File: config.mk
export PLATFORM = sky130hd
export DESIGN_NAME = axi_read_arbiter
export DESIGN_NICKNAME = d
export VERILOG_FILES = /design/src/rtl/axi_read_arbiter.sv
export SDC_FILE = /design/constraint.sdc
export NUM_CORES = 1
export LEC_CHECK = 0
export BUFFER_PORTS_ARGS = -buffer_cell sky130_fd_sc_hd__buf_2
export CAP_MARGIN = 20
export CORE_AREA = 2 2 129 131
export CTS_CLUSTER_DIAMETER = 50
export DETAILED_ROUTE_END_ITERATION = 12
export DIE_AREA = 0 0 131 133
export PLACE_DENSITY_LB_ADDON = 0.2
export SKIP_LAST_GASP = 1
export SYNTH_ARGS = -nofsm -noshare
export SYNTH_HDL_FRONTEND = slang
export SYNTH_SLANG_ARGS = --single-unit
File: constraint.sdc
create_clock -name clk -period 2.69 [get_ports clk]
set_clock_uncertainty 0.15 [all_clocks]
set_input_delay 0.269 -clock clk [delete_from_list [all_inputs] [get_ports clk]]
set_output_delay 0.269 -clock clk [all_outputs]
set_load 0.01 [all_outputs]
File: src/rtl/axi_read_arbiter.sv
// axi_read_arbiter: fixed-priority (MEM over IFU) merge of two read masters onto one AXI read port
module axi_read_arbiter #(
    parameter int         ADDR_W = 32,
    parameter int         DATA_W = 64,
    parameter logic [3:0] IFU_ID = 4'd0,
    parameter logic [3:0] MEM_ID = 4'd1
) (
    input  logic              clk,
    input  logic              rst,
    input  logic [ADDR_W-1:0] IFU_raddr,
    input  logic [2:0]        IFU_rsize,
    input  logic              IFU_raddr_valid,
    output logic              IFU_raddr_ready,
    output logic [DATA_W-1:0] IFU_rdata,
    output logic              IFU_rdata_valid,
    input  logic              IFU_rdata_ready,
    input  logic [ADDR_W-1:0] MEM_raddr,
    input  logic [2:0]        MEM_rsize,
    input  logic              MEM_raddr_valid,
    output logic              MEM_raddr_ready,
    output logic [DATA_W-1:0] MEM_rdata,
    output logic              MEM_rdata_valid,
    input  logic              MEM_rdata_ready,
    input  logic              io_master_arready,
    output logic              io_master_arvalid,
    output logic [ADDR_W-1:0] io_master_araddr,
    output logic [3:0]        io_master_arid,
    output logic [7:0]        io_master_arlen,
    output logic [2:0]        io_master_arsize,
    output logic [1:0]        io_master_arburst,
    output logic              io_master_rready,
    input  logic              io_master_rvalid,
    input  logic [DATA_W-1:0] io_master_rdata,
    input  logic [1:0]        io_master_rresp,
    input  logic              io_master_rlast,
    input  logic [3:0]        io_master_rid,
    output logic              ARB_error_signal
);
    typedef enum logic [1:0] {IDLE, AR, R} state_t;
    state_t state, state_n;
    logic owner_mem;
    logic [ADDR_W-1:0] araddr_q;
    logic [2:0] arsize_q;
    logic [3:0] arid_q;
    logic err_q;
    logic beat;
    assign io_master_araddr = araddr_q;
    assign io_master_arsize = arsize_q;
    assign io_master_arid = arid_q;
    assign io_master_arlen = 8'd0;
    assign io_master_arburst = 2'b01;
    assign ARB_error_signal = err_q;
    assign IFU_rdata = io_master_rdata;
    assign MEM_rdata = io_master_rdata;
    assign beat = (state == R) & io_master_rvalid & io_master_rready;
    // next state and handshake outputs; requests are held off while rst is asserted
    always_comb begin
        state_n = state;
        IFU_raddr_ready = 1'b0;
        MEM_raddr_ready = 1'b0;
        io_master_arvalid = 1'b0;
        io_master_rready = 1'b0;
        IFU_rdata_valid = 1'b0;
        MEM_rdata_valid = 1'b0;
        case (state)
            IDLE: begin
                MEM_raddr_ready = MEM_raddr_valid & ~rst;
                IFU_raddr_ready = IFU_raddr_valid & ~MEM_raddr_valid & ~rst;
                state_n = (MEM_raddr_ready | IFU_raddr_ready) ? AR : IDLE;
            end
            AR: begin
                io_master_arvalid = 1'b1;
                state_n = io_master_arready ? R : AR;
            end
            R: begin
                io_master_rready = owner_mem ? MEM_rdata_ready : IFU_rdata_ready;
                MEM_rdata_valid = owner_mem & io_master_rvalid;
                IFU_rdata_valid = ~owner_mem & io_master_rvalid;
                state_n = (io_master_rvalid & io_master_rready & io_master_rlast) ? IDLE : R;
            end
            default: state_n = IDLE;
        endcase
    end
    // state, grant latch and sticky response-error flag
    always_ff @(posedge clk) begin
        if (rst) begin
            state <= IDLE;
            owner_mem <= 1'b0;
            araddr_q <= '0;
            arsize_q <= '0;
            arid_q <= '0;
            err_q <= 1'b0;
        end else begin
            state <= state_n;
            if (MEM_raddr_ready) begin
                owner_mem <= 1'b1;
                araddr_q <= MEM_raddr;
                arsize_q <= MEM_rsize;
                arid_q <= MEM_ID;
            end else if (IFU_raddr_ready) begin
                owner_mem <= 1'b0;
                araddr_q <= IFU_raddr;
                arsize_q <= IFU_rsize;
                arid_q <= IFU_ID;
            end
            if (beat & (io_master_rresp != 2'b00 | io_master_rid != arid_q | ~io_master_rlast))
                err_q <= 1'b1;
        end
    end
endmodule

# After elaboration in Yosys (flattened, before gate mapping)
# Cells that the tools add are included.
# classes
reduce_logical	3
n_mux	19
n_bitwise	17
eq_ne	3
# ops
operator	n
32-bit 2-to-1 mux	2
1-bit 2-to-1 mux	12
1-bit bitwise AND	10
3-bit 2-to-1 mux	2
2-bit case mux with 3 select lines	1
2-bit 2-to-1 mux	2
4-bit by 1-bit inequality test with 1-bit output	1
1-bit NOT	4
2-bit nonzero test	2
1-bit bitwise OR	3
2-bit by 1-bit equality test with 1-bit output (second input constant)	1
2-bit equality test (second input constant)	1
2-bit logical NOT	1
# word_totals
word_cells	48
in_bits	149
regBits	40
output_inout_bits	184

# Logic depth before layout (Yosys ltp)
# Gate-level depths: netlist of the first run.
# logic_depth
ltp_word	6
depth_mapped	6
depth_no_buf	3

# Worst setup path before layout of the first run
# OpenSTA, ideal clock, no wires.
# synth_timing
path_type	flip-flop to output port
startpoint	register state[0]
endpoint	output IFU_raddr_ready
required_time_ns	2.271
setup_slack_ns	0.843
arrival_ns	1.428
n_path_buf	3
stages_incl_launch_ff	7
cell_sequence	dfxtp_1 > buf_2 > or3b_1 > or2_1 > buf_6 > buf_6 > nor2_1
# synth_between
elab_chain_len	2
# synth_rtl
item	line	rtl
from (decl)	40	state_t state, state_n;
from (signal assigned)	94	state <= state_n;
2-bit logical NOT	65	case (state)
1-bit 2-to-1 mux	65	
to (decl)	13	output logic IFU_raddr_ready,
# No other way between the ends.

# Worst setup path after layout of the first run
# layout_timing
startpoint	register state[1]
endpoint	output IFU_raddr_ready
# Same word-level chain as after synthesis.

==> out/results.tsv, run 1 <==
stage	metric	value	unit
power	power_leakage	0.00145	uW
sta	finalCriticalPeriod	2.31	ns
hold_path	hold_class	in -> reg	
outcome	status	finished clean	
synthesis	synth_cells	333	
cells_and_area	num-nets-final	475	
global_route	grt_max_degree	28	
critical_path	path_delay_family	simple AND/OR/NAND/NOR gates	
cts	clk_pin_slew	0.06	ns
cts	cts.sinks	39	
floorplanning	die_w	131	um
cells_and_area	fin_cells	548	
detailed_routing	first_iter_violations	68	
floorplanning	core_region_area	16200	um2
detailed_routing	wire_per_inst	15.6	um
critical_path	setup.worst_path.end_class	output pin	
cts	cts-root-buf	clkbuf_16	
floorplanning	die_y	133	um
global_route	grt_pass1_vias	2060	
floorplanning	fp-row-count	47	
cts	clock_latency	0.28	ns
power	ir_worst_vdd	0.250	mV
sta	tightestPinTransition	0.671	ns
place	dpl.hpwl	6820	um
critical_path	cp_max_fo	14	
critical_path	critPathMaxStageDelay	0.47	ns
cts	clk_path_buf_depth	2	
detailed_routing	first_pass_iters	4	
sta	drv_slew	0	
cts	cts_setup_buffers	0	
global_route	grt_overflow	0	
critical_path	crit_chain	or3b_1 > or2_1 > nor2_1 > buf_2	
cells_and_area	drive_gt1_share	45.9	%
synthesis	ys_async_sr_fraction	0	%
place	dpl.cell_count	539	
floorplanning	die-area	17400	um2
cells_and_area	syn_to_final_growth	0.613	%
detailed_routing	drt-vias-per-instance	3.68	
run	drv_cap	0	
floorplanning	initial_core_util	17.7	%
detailed_routing	drt-total-wl	8570	um
cts	h-tree-depth	2	
global_route	grt_usage	8.95	%
critical_path	crit_buf_inv	1	
sta	max_clock_freq	0.434	GHz
detailed_routing	drc_errors	0	
sta	min_period_over_period	85.7	%
synthesis	synth_edf_count	0	
place	gp_congestion	0.670	
critical_path	required	2.27	ns
sta	max_slew_margin	55.3	%
synthesis	synth.avg_cell_area	8.58	um2
sta	setup_viol	0	
critical_path	crit_type	reg -> out	
cts	cts_hold_buffers	0	
critical_path	arrival	1.89	ns
cells_and_area	fillers	1850	
global_route	grt_pass1_wl	11800	um
synthesis	yosysSeqAreaShare	27.3	%
synthesis	synthFlopType	dfxtp_1	
detailed_routing	vias	2019	
detailed_routing	ant_nets	0	
synthesis	ys_ff_latch	39	
synthesis	syn_area	2860	um2
critical_path	crit_slowest_cell	or2_1	
global_route	antenna_found_initial	1	
cts	cts_resized	0	
power	power.density	566	nW/um2
synthesis	netlist-cell-type-count	28	
floorplanning	pin_count	333	
cts	cts_buffers	5	
sta	hold_slack	0.0502	ns
sta	finalHoldViolCount	0	
synthesis	ys_warn_count	0	
sta	rsz0062_at_grt	no	
critical_path	startpoint_type	register	
place	numPortBuffers	127	
sta	tns	0	ns
cts	tritoncts	built	
==> registers in the layout (all words and copies together), names as in the netlist <==
register and count:
io_master_arid 1, io_master_araddr 32, ARB_error_signal 1, state 2, io_master_arsize 3
==> where the power goes <==
group          switching [uW]  internal (uW)
clock network             248            395
logic                     171            154
registers                32.3            628
==> synthesized netlist by cell type (all sizes together), types with 2 or more instances <==
master,n,area (um2)
nor3,2,10.0
buf,148,1130
inv,35,131
nor3b,2,20.0
nor2b,5,31.3
conb,2,7.51
o221a,35,394
dfxtp,39,781
clkbuf,11,41.3
nor2,3,11.3
a21oi,38,190
nor4,2,27.5
==> cell usage in the layout (no fill, tap or decap), types with 2 or more instances in the layout <==
cell type  synthesis  final
buf_2              1    127
clkbuf_16          0      5
o221a_2            6      6
inv_1             35     35
nor2b_1            5      5
dfxtp_1           39     39
buf_4            142      6
o221a_1           29     29
nor3_1             2      2
clkbuf_8           0      2
conb_1             2     13
a21oi_1           38     38
nor2_1             3      3
==> metrics by stage <==
step | power (uW) | util [%] | worst slack, ns | area [um2]
2_1_floorplan | 1050 | - | 0.843 | 2900
6_report | 1630 | 17.8 | 0.384 | 2870
3_3_place_gp | 1010 | 16.8 | 0.594 | 2710
4_1_cts | 1670 | 17.8 | 0.347 | 2870
5_1_grt | 1730 | 17.8 | 0.253 | 2870
3_5_place_dp | 1000 | 16.8 | 0.570 | 2710
==> layout make-up <==
cell class	instances	area, um2	share of cell area (%)
multi-input combinational	111	823	28.6
tap	220	275	9.58
antenna	1	2.50	0.0871
clock buffer	7	153	5.31
timing repair buffer	134	701	24.4
sequential	39	781	27.2
clock inverter	1	7.51	0.261
inverter	35	131	4.57
==> final timing paths <==
path                                 startpoint                                to  slack (ns)  cells past startpoint
hold / removal                  io_master_rlast     ARB_error_signal$_SDFFE_PP0P_        0.05                      2
hold reg to reg   ARB_error_signal$_SDFFE_PP0P_     ARB_error_signal$_SDFFE_PP0P_        0.36                      2
setup reg to reg            state[1]$_SDFF_PP0_  io_master_arsize[0]$_SDFFE_PP0P_        0.59                      4
setup / recovery            state[1]$_SDFF_PP0_                   IFU_raddr_ready        0.38                      4
==> worst register-to-register path, cell delays in order, from the launching register on <==
cell,delay [ns]
dfxtp_1,0.41
or3b_1,0.42
or2_1,0.47
buf_12,0.28
o221a_2,0.27
==> cells by family after synthesis <==
family                    share of synthesized area [%]
AOI/OAI and AO/OA                                  21.0
xor gates and xnor gates                          0.307
muxes                                             0.350
and+or+nand+nor                                    5.26
DFF                                                27.3
other                                             0.263
buffers and inverters                              45.5
==> layer usage <==
metal | routed length, um | vias up | GRT usage (%)
met3 | 1150 | 32 | 4.41
met4 | 231 | 0 | 3.72
met5 | 0 | - | 0
met2 | 4190 | 153 | 16.0
li1 | - | 944 | -
met1 | 2990 | 890 | 8.61
Power figures use the tool's default switching activity.
==> inputs of run 2 (changes only) <==
--- a/config.mk
+++ b/config.mk
@@ -11,6 +11,7 @@
 export CTS_CLUSTER_DIAMETER = 50
 export DETAILED_ROUTE_END_ITERATION = 12
 export DIE_AREA = 0 0 131 133
+export MAX_ROUTING_LAYER = met4
 export PLACE_DENSITY_LB_ADDON = 0.2
 export SKIP_LAST_GASP = 1
 export SYNTH_ARGS = -nofsm -noshare
==> run 2 against run 1 <==
Clock power is essentially flat. Critical path depth is the same. Utilization stayed put. First-iteration DRC count increased by 18%. Cell area did not move. Final cell count unchanged. Maximum frequency down 0.13%. Sequential cell count unchanged. Global-route usage grew 0.25 points. Clock-buffer cell count did not move. Sequential share of layout area is the same. Critical path type unchanged. Highest routed layer unchanged.
==> out/results.tsv, run 2 (synthesis gave the netlist of run 1 again) <==
stage	metric	value	unit	change
global_route	grt_usage	9.20	%	was 8.95%
cells_and_area	fillers	1850		unchanged
sta	min_period_over_period	85.8	%	was 85.7%
sta	drv_slew	0		unchanged
cells_and_area	num-nets-final	475		unchanged
power	power.total	1620	uW	was 1630 uW
cts	cts-root-buf	clkbuf_16		unchanged
global_route	grt_max_degree	28		unchanged
place	numPortBuffers	127		unchanged
floorplanning	die_y	133	um	unchanged
hold_path	hold_class	in -> reg		unchanged
floorplanning	initial_core_util	17.7	%	unchanged
floorplanning	fp-row-count	47		unchanged
cts	clock_latency	0.28	ns	about the same
floorplanning	die_w	131	um	unchanged
critical_path	crit_type	reg -> out		unchanged
detailed_routing	drt-vias-per-instance	3.68		about the same
power	pwr-share-clk	39.4	%	was 39.5%
cells_and_area	multi_input_area	823	um2	unchanged
cells_and_area	mostFrequentLayoutCells	127 x buf_2, 39 x dfxtp_1, 38 x a21oi_1		unchanged
sta	finalCriticalPeriod	2.31	ns	about the same
sta	finalHoldViolCount	0		unchanged
power	power_leakage	0.00145	uW	unchanged
place	pre_cts_ws	0.570	ns	unchanged
power	p_sw_share	27.6	%	was 27.7%
floorplanning	core_region_area	16200	um2	unchanged
cells_and_area	seq_area	781	um2	unchanged
global_route	grt_pass1_wl	11800	um	about the same
floorplanning	pin_count	333		unchanged
critical_path	startpoint_type	register		unchanged
cells_and_area	syn_to_final_growth	0.613	%	unchanged
cts	clk_pin_slew	0.06	ns	about the same
power	p_comb_share	20.0	%	about the same
cells_and_area	post-route-util	17.8	%	unchanged
power	power_frac_seq	40.6	%	about the same
detailed_routing	wire_per_inst	15.6	um	about the same
sta	setup_viol	0		unchanged
sta	setup_slack	0.381	ns	was 0.384 ns
hold_path	hold_start	io_master_rlast		unchanged
global_route	grt_pass1_vias	2066		was 2,060
sta	rsz0062_at_grt	no		unchanged
critical_path	startpoint	state[1]$_SDFF_PP0_		unchanged
place	gp_congestion	0.677		was 0.670
detailed_routing	vias	2018		was 2,019
cts	cts_buffers	5		unchanged
cells_and_area	drive_gt1_share	45.9	%	unchanged
detailed_routing	drt-total-wl	8560	um	was 8570 um
power	power.density	565	nW/um2	was 566 nW/um2
critical_path	cp_max_fo	14		unchanged
power	ir_worst_vdd	0.248	mV	was 0.250 mV
cts	h-tree-depth	2		unchanged
critical_path	timing.rr.start	state[1]$_SDFF_PP0_		unchanged
place	dpl.hpwl	6820	um	unchanged
detailed_routing	first_iter_violations	80		was 68
critical_path	required	2.27	ns	about the same
sta	tns	0	ns	unchanged
cells_and_area	largest_reg_flops	32		unchanged
detailed_routing	first_pass_iters	4		unchanged
cells_and_area	final_common_cell	buf_2		unchanged
cts	tritoncts	built		unchanged
outcome	status	finished clean		unchanged
sta	max_slew_margin	54.9	%	was 55.3%
power	switching_power	449	uW	was 451 uW
detailed_routing	drc_errors	0		unchanged
power	p_int	1180	uW	about the same
sta	max_clock_freq	0.433	GHz	was 0.434 GHz
critical_path	arrival	1.89	ns	about the same
critical_path	setup.worst_path.end_class	output pin		unchanged
sta	hold_slack	0.0500	ns	was 0.0502 ns
cts	cts_resized	0		unchanged
global_route	antenna_found_initial	1		unchanged
global_route	grt_overflow	0		unchanged
cts	cts_hold_buffers	0		unchanged
floorplanning	die-area	17400	um2	unchanged
cts	cts.sinks	39		unchanged
run	drv_cap	0		unchanged
cts	cts_setup_buffers	0		unchanged
detailed_routing	ant_nets	0		unchanged
sta	tightestPinTransition	0.677	ns	was 0.671 ns
cts	clk_path_buf_depth	2		unchanged
## run 2: cell counts in the layout (fill, tap and decap cells not counted)
Identical to the previous run, type by type.
## run 2: area by class of cell
cell class / count / area share (%)
Antenna cell: 1 / 0.0871
Clock buffer: 7 / 5.31
Clock inverter: 1 / 0.261
Inverter: 35 / 4.57
Multi-Input combinational cell: 111 / 28.6
Sequential cell: 39 / 27.2
Tap cell: 220 / 9.58
Timing Repair Buffer: 134 / 24.4
## run 2: worst max-delay path: stages (launching register included)
cell and delay, ns:
dfxtp_1 0.41, or3b_1 0.42, or2_1 0.47, nor2_1 0.16, buf_2 0.14
## run 2: power by group through the flow
| stage | combinational [uW] | clock [uW] | sequential (uW) |
|---|---|---|---|
| 2_1_floorplan | 367 | 0 | 686 |
| 3_3_place_gp | 334 | 0 | 672 |
| 3_5_place_dp | 330 | 0 | 673 |
| 4_1_cts | 332 | 677 | 661 |
| 5_1_grt | 361 | 697 | 667 |
| 6_report | 325 | 640 | 660 |
## run 2: metal layers
layer  GRT usage, %  share of wire (%)  vias up
met5              -                  0        -
met4           3.72                2.7        0
met3           4.33                 13       32
met2           16.1                 49      155
met1           8.59                 35      888
li1               -                  -      943
## run 2: stage by stage
| stage | instances | area [um2] |
|---|---|---|
| after CTS | 547 | 2870 |
| after floorplan | 344 | 2900 |
| final | 548 | 2870 |
| after detailed placement | 539 | 2710 |
| after global placement | 539 | 2710 |
| after global routing | 548 | 2870 |
## run 2: worst paths after layout
check                           cells after the start                          endpoint  slack [ns]
worst max-delay path                                4                   IFU_raddr_ready        0.38
worst min-delay path                                2     ARB_error_signal$_SDFFE_PP0P_        0.05
worst max register to register                      4  io_master_arsize[0]$_SDFFE_PP0P_        0.59
worst min register to register                      2     ARB_error_signal$_SDFFE_PP0P_        0.36
==> inputs of run 3 (changes only) <==
--- a/config.mk
+++ b/config.mk
@@ -13,6 +13,7 @@
 export DIE_AREA = 0 0 131 133
 export MAX_ROUTING_LAYER = met4
 export PLACE_DENSITY_LB_ADDON = 0.2
+export RECOVER_POWER = 100
 export SKIP_LAST_GASP = 1
 export SYNTH_ARGS = -nofsm -noshare
 export SYNTH_HDL_FRONTEND = slang
==> run 3 against run 2 <==
Global-route usage unchanged. Hold slack lost 0.00068 ns. Combinational power fell by 5%. Total power fell by 0.75%. Utilization shrank 0.39 points. Die area unchanged. Register-to-register slack got worse by 0.14 ns. Clock-buffer cell count unchanged. Critical path depth unchanged. First-iteration DRC count is 7.5% lower. Sequential cell count did not move. Critical path type unchanged. Critical endpoint unchanged. Largest power group unchanged. Highest routed layer unchanged.
==> out/results.tsv, run 3 (synthesis gave the netlist of run 1 again) <==
stage	metric	value	unit	change
outcome	status	finished clean		unchanged
cts	clk_path_buf_depth	2		unchanged
floorplanning	die-area	17400	um2	unchanged
global_route	grt_pass1_wl	11800	um	unchanged
global_route	grt_overflow	0		unchanged
floorplanning	die_w	131	um	unchanged
run	drv_cap	0		unchanged
sta	min_period_over_period	87.6	%	was 85.8%
cells_and_area	num-nets-final	475		unchanged
floorplanning	core_region_area	16200	um2	unchanged
cts	cts-root-buf	clkbuf_16		unchanged
critical_path	required	2.27	ns	about the same
cells_and_area	mostFrequentLayoutCells	85 x buf_2, 45 x clkbuf_1, 39 x dfxtp_1		was 127 x buf_2, 39 x dfxtp_1, 38 x a21oi_1
cells_and_area	fin_area	2810	um2	was 2870 um2
sta	setup_slack	0.334	ns	was 0.381 ns
cells_and_area	drive_gt1_share	32.1	%	was 45.9%
power	power.total	1610	uW	was 1620 uW
cts	cts_setup_buffers	0		unchanged
critical_path	arrival	1.94	ns	was 1.89 ns
place	dpl.hpwl	6820	um	unchanged
floorplanning	pin_count	333		unchanged
floorplanning	fp-row-count	47		unchanged
detailed_routing	vias	2024		was 2,018
critical_path	r2r_end	io_master_araddr[11]$_SDFFE_PP0P_		was io_master_arsize[0]$_SDFFE_PP0P_
place	pre_cts_ws	0.570	ns	unchanged
detailed_routing	drt-total-wl	8620	um	was 8560 um
sta	rsz0062_at_grt	no		unchanged
cts	cts_resized	0		unchanged
cells_and_area	largest_reg_flops	32		unchanged
sta	drv_slew	0		unchanged
place	gp_congestion	0.677		unchanged
critical_path	startpoint_type	register		unchanged
sta	finalHoldViolCount	0		unchanged
cells_and_area	syn_to_final_growth	-1.62	%	was 0.613%
sta	tightestPinTransition	1.25	ns	was 0.677 ns
critical_path	setup.worst_path.end_class	output pin		unchanged
cts	cts_hold_buffers	0		unchanged
hold_path	hold_depth	2		unchanged
global_route	grt_usage	9.20	%	unchanged
global_route	antenna_found_initial	1		unchanged
detailed_routing	drc_errors	0		unchanged
detailed_routing	ant_nets	0		unchanged
critical_path	timing.rr.start	state[1]$_SDFF_PP0_		unchanged
power	power_leakage	0.00127	uW	was 0.00145 uW
detailed_routing	drt-vias-per-instance	3.69		was 3.68
place	numPortBuffers	127		unchanged
critical_path	cp_max_fo	14		unchanged
global_route	grt_max_degree	28		unchanged
sta	tns	0	ns	unchanged
power	ir_worst_vdd	0.249	mV	was 0.248 mV
sta	max_slew_margin	17.0	%	was 54.9%
sta	setup_viol	0		unchanged
hold_path	hold_start	io_master_rlast		unchanged
detailed_routing	wire_per_inst	15.7	um	was 15.6 um
critical_path	ff2ff_setup_slack	0.45	ns	was 0.59 ns
detailed_routing	first_pass_iters	4		unchanged
cts	clock_latency	0.28	ns	about the same
cells_and_area	post-route-util	17.4	%	was 17.8%
cts	cts.sinks	39		unchanged
cts	tritoncts	built		unchanged
cts	h-tree-depth	2		unchanged
place	placed_cell_area	2710	um2	unchanged
cells_and_area	final_common_cell	buf_2		unchanged
sta	max_clock_freq	0.425	GHz	was 0.433 GHz
power	power.density	574	nW/um2	was 565 nW/um2
global_route	grt_pass1_vias	2066		unchanged
floorplanning	die_y	133	um	unchanged
hold_path	worstHoldEndpoint	ARB_error_signal$_SDFFE_PP0P_		unchanged
cts	clk_pin_slew	0.06	ns	about the same
critical_path	r2r_cells	4		unchanged
detailed_routing	first_iter_violations	74		was 80
sta	finalCriticalPeriod	2.36	ns	was 2.31 ns
hold_path	hold_class	in -> reg		unchanged
critical_path	crit_type	reg -> out		unchanged
cts	cts_buffers	5		unchanged
floorplanning	initial_core_util	17.7	%	unchanged
run 3: area by class of cell:
cell class | count | area (um2)
clock buffer | 7 | 153
fill | 1860 | 13400
clock inverter | 1 | 7.51
antenna | 1 | 2.50
tap | 220 | 275
inverter | 35 | 131
timing repair buffer | 134 | 637
sequential | 39 | 781
multi-input combinational | 111 | 823
run 3: per-stage QoR:
step           hold slack [ns]  cells
2_1_floorplan            0.231    344
3_3_place_gp             0.346    539
3_5_place_dp             0.347    539
4_1_cts                 0.0396    547
5_1_grt                 0.0483    548
6_report                0.0493    548
run 3: worst max-delay path by stage:
| stage | startpoint | end | slack [ns] | depth (start not counted) |
|---|---|---|---|---|
| after floorplan | state[0]$_SDFF_PP0_ | IFU_raddr_ready | 0.84 | 6 |
| after global placement | state[1]$_SDFF_PP0_ | io_master_araddr[0]$_SDFFE_PP0P_ | 0.59 | 4 |
| after detailed placement | state[1]$_SDFF_PP0_ | io_master_arsize[0]$_SDFFE_PP0P_ | 0.57 | 4 |
| after CTS | state[1]$_SDFF_PP0_ | IFU_raddr_ready | 0.35 | 4 |
| after global routing | state[1]$_SDFF_PP0_ | IFU_raddr_ready | 0.22 | 4 |
| final | state[1]$_SDFF_PP0_ | IFU_raddr_ready | 0.33 | 4 |
run 3: where the power goes:
group,internal (uW),switching [uW]
logic,137,173
clock network,395,247
registers,628,34.2
total,1160,454
run 3: layer usage:
layer	share of wire (%)	track usage, %	vias to the layer above
met4	2.7	3.72	0
met1	35	8.59	891
met3	13	4.33	32
met5	0	-	-
met2	49	16.1	155
li1	-	-	946
run 3: critical path, cell delays in order, from the launching register on:
cell and delay [ns]:
dfxtp_1 0.41, or3b_1 0.42, or2_1 0.47, nor2_1 0.18
clkbuf_1 0.17
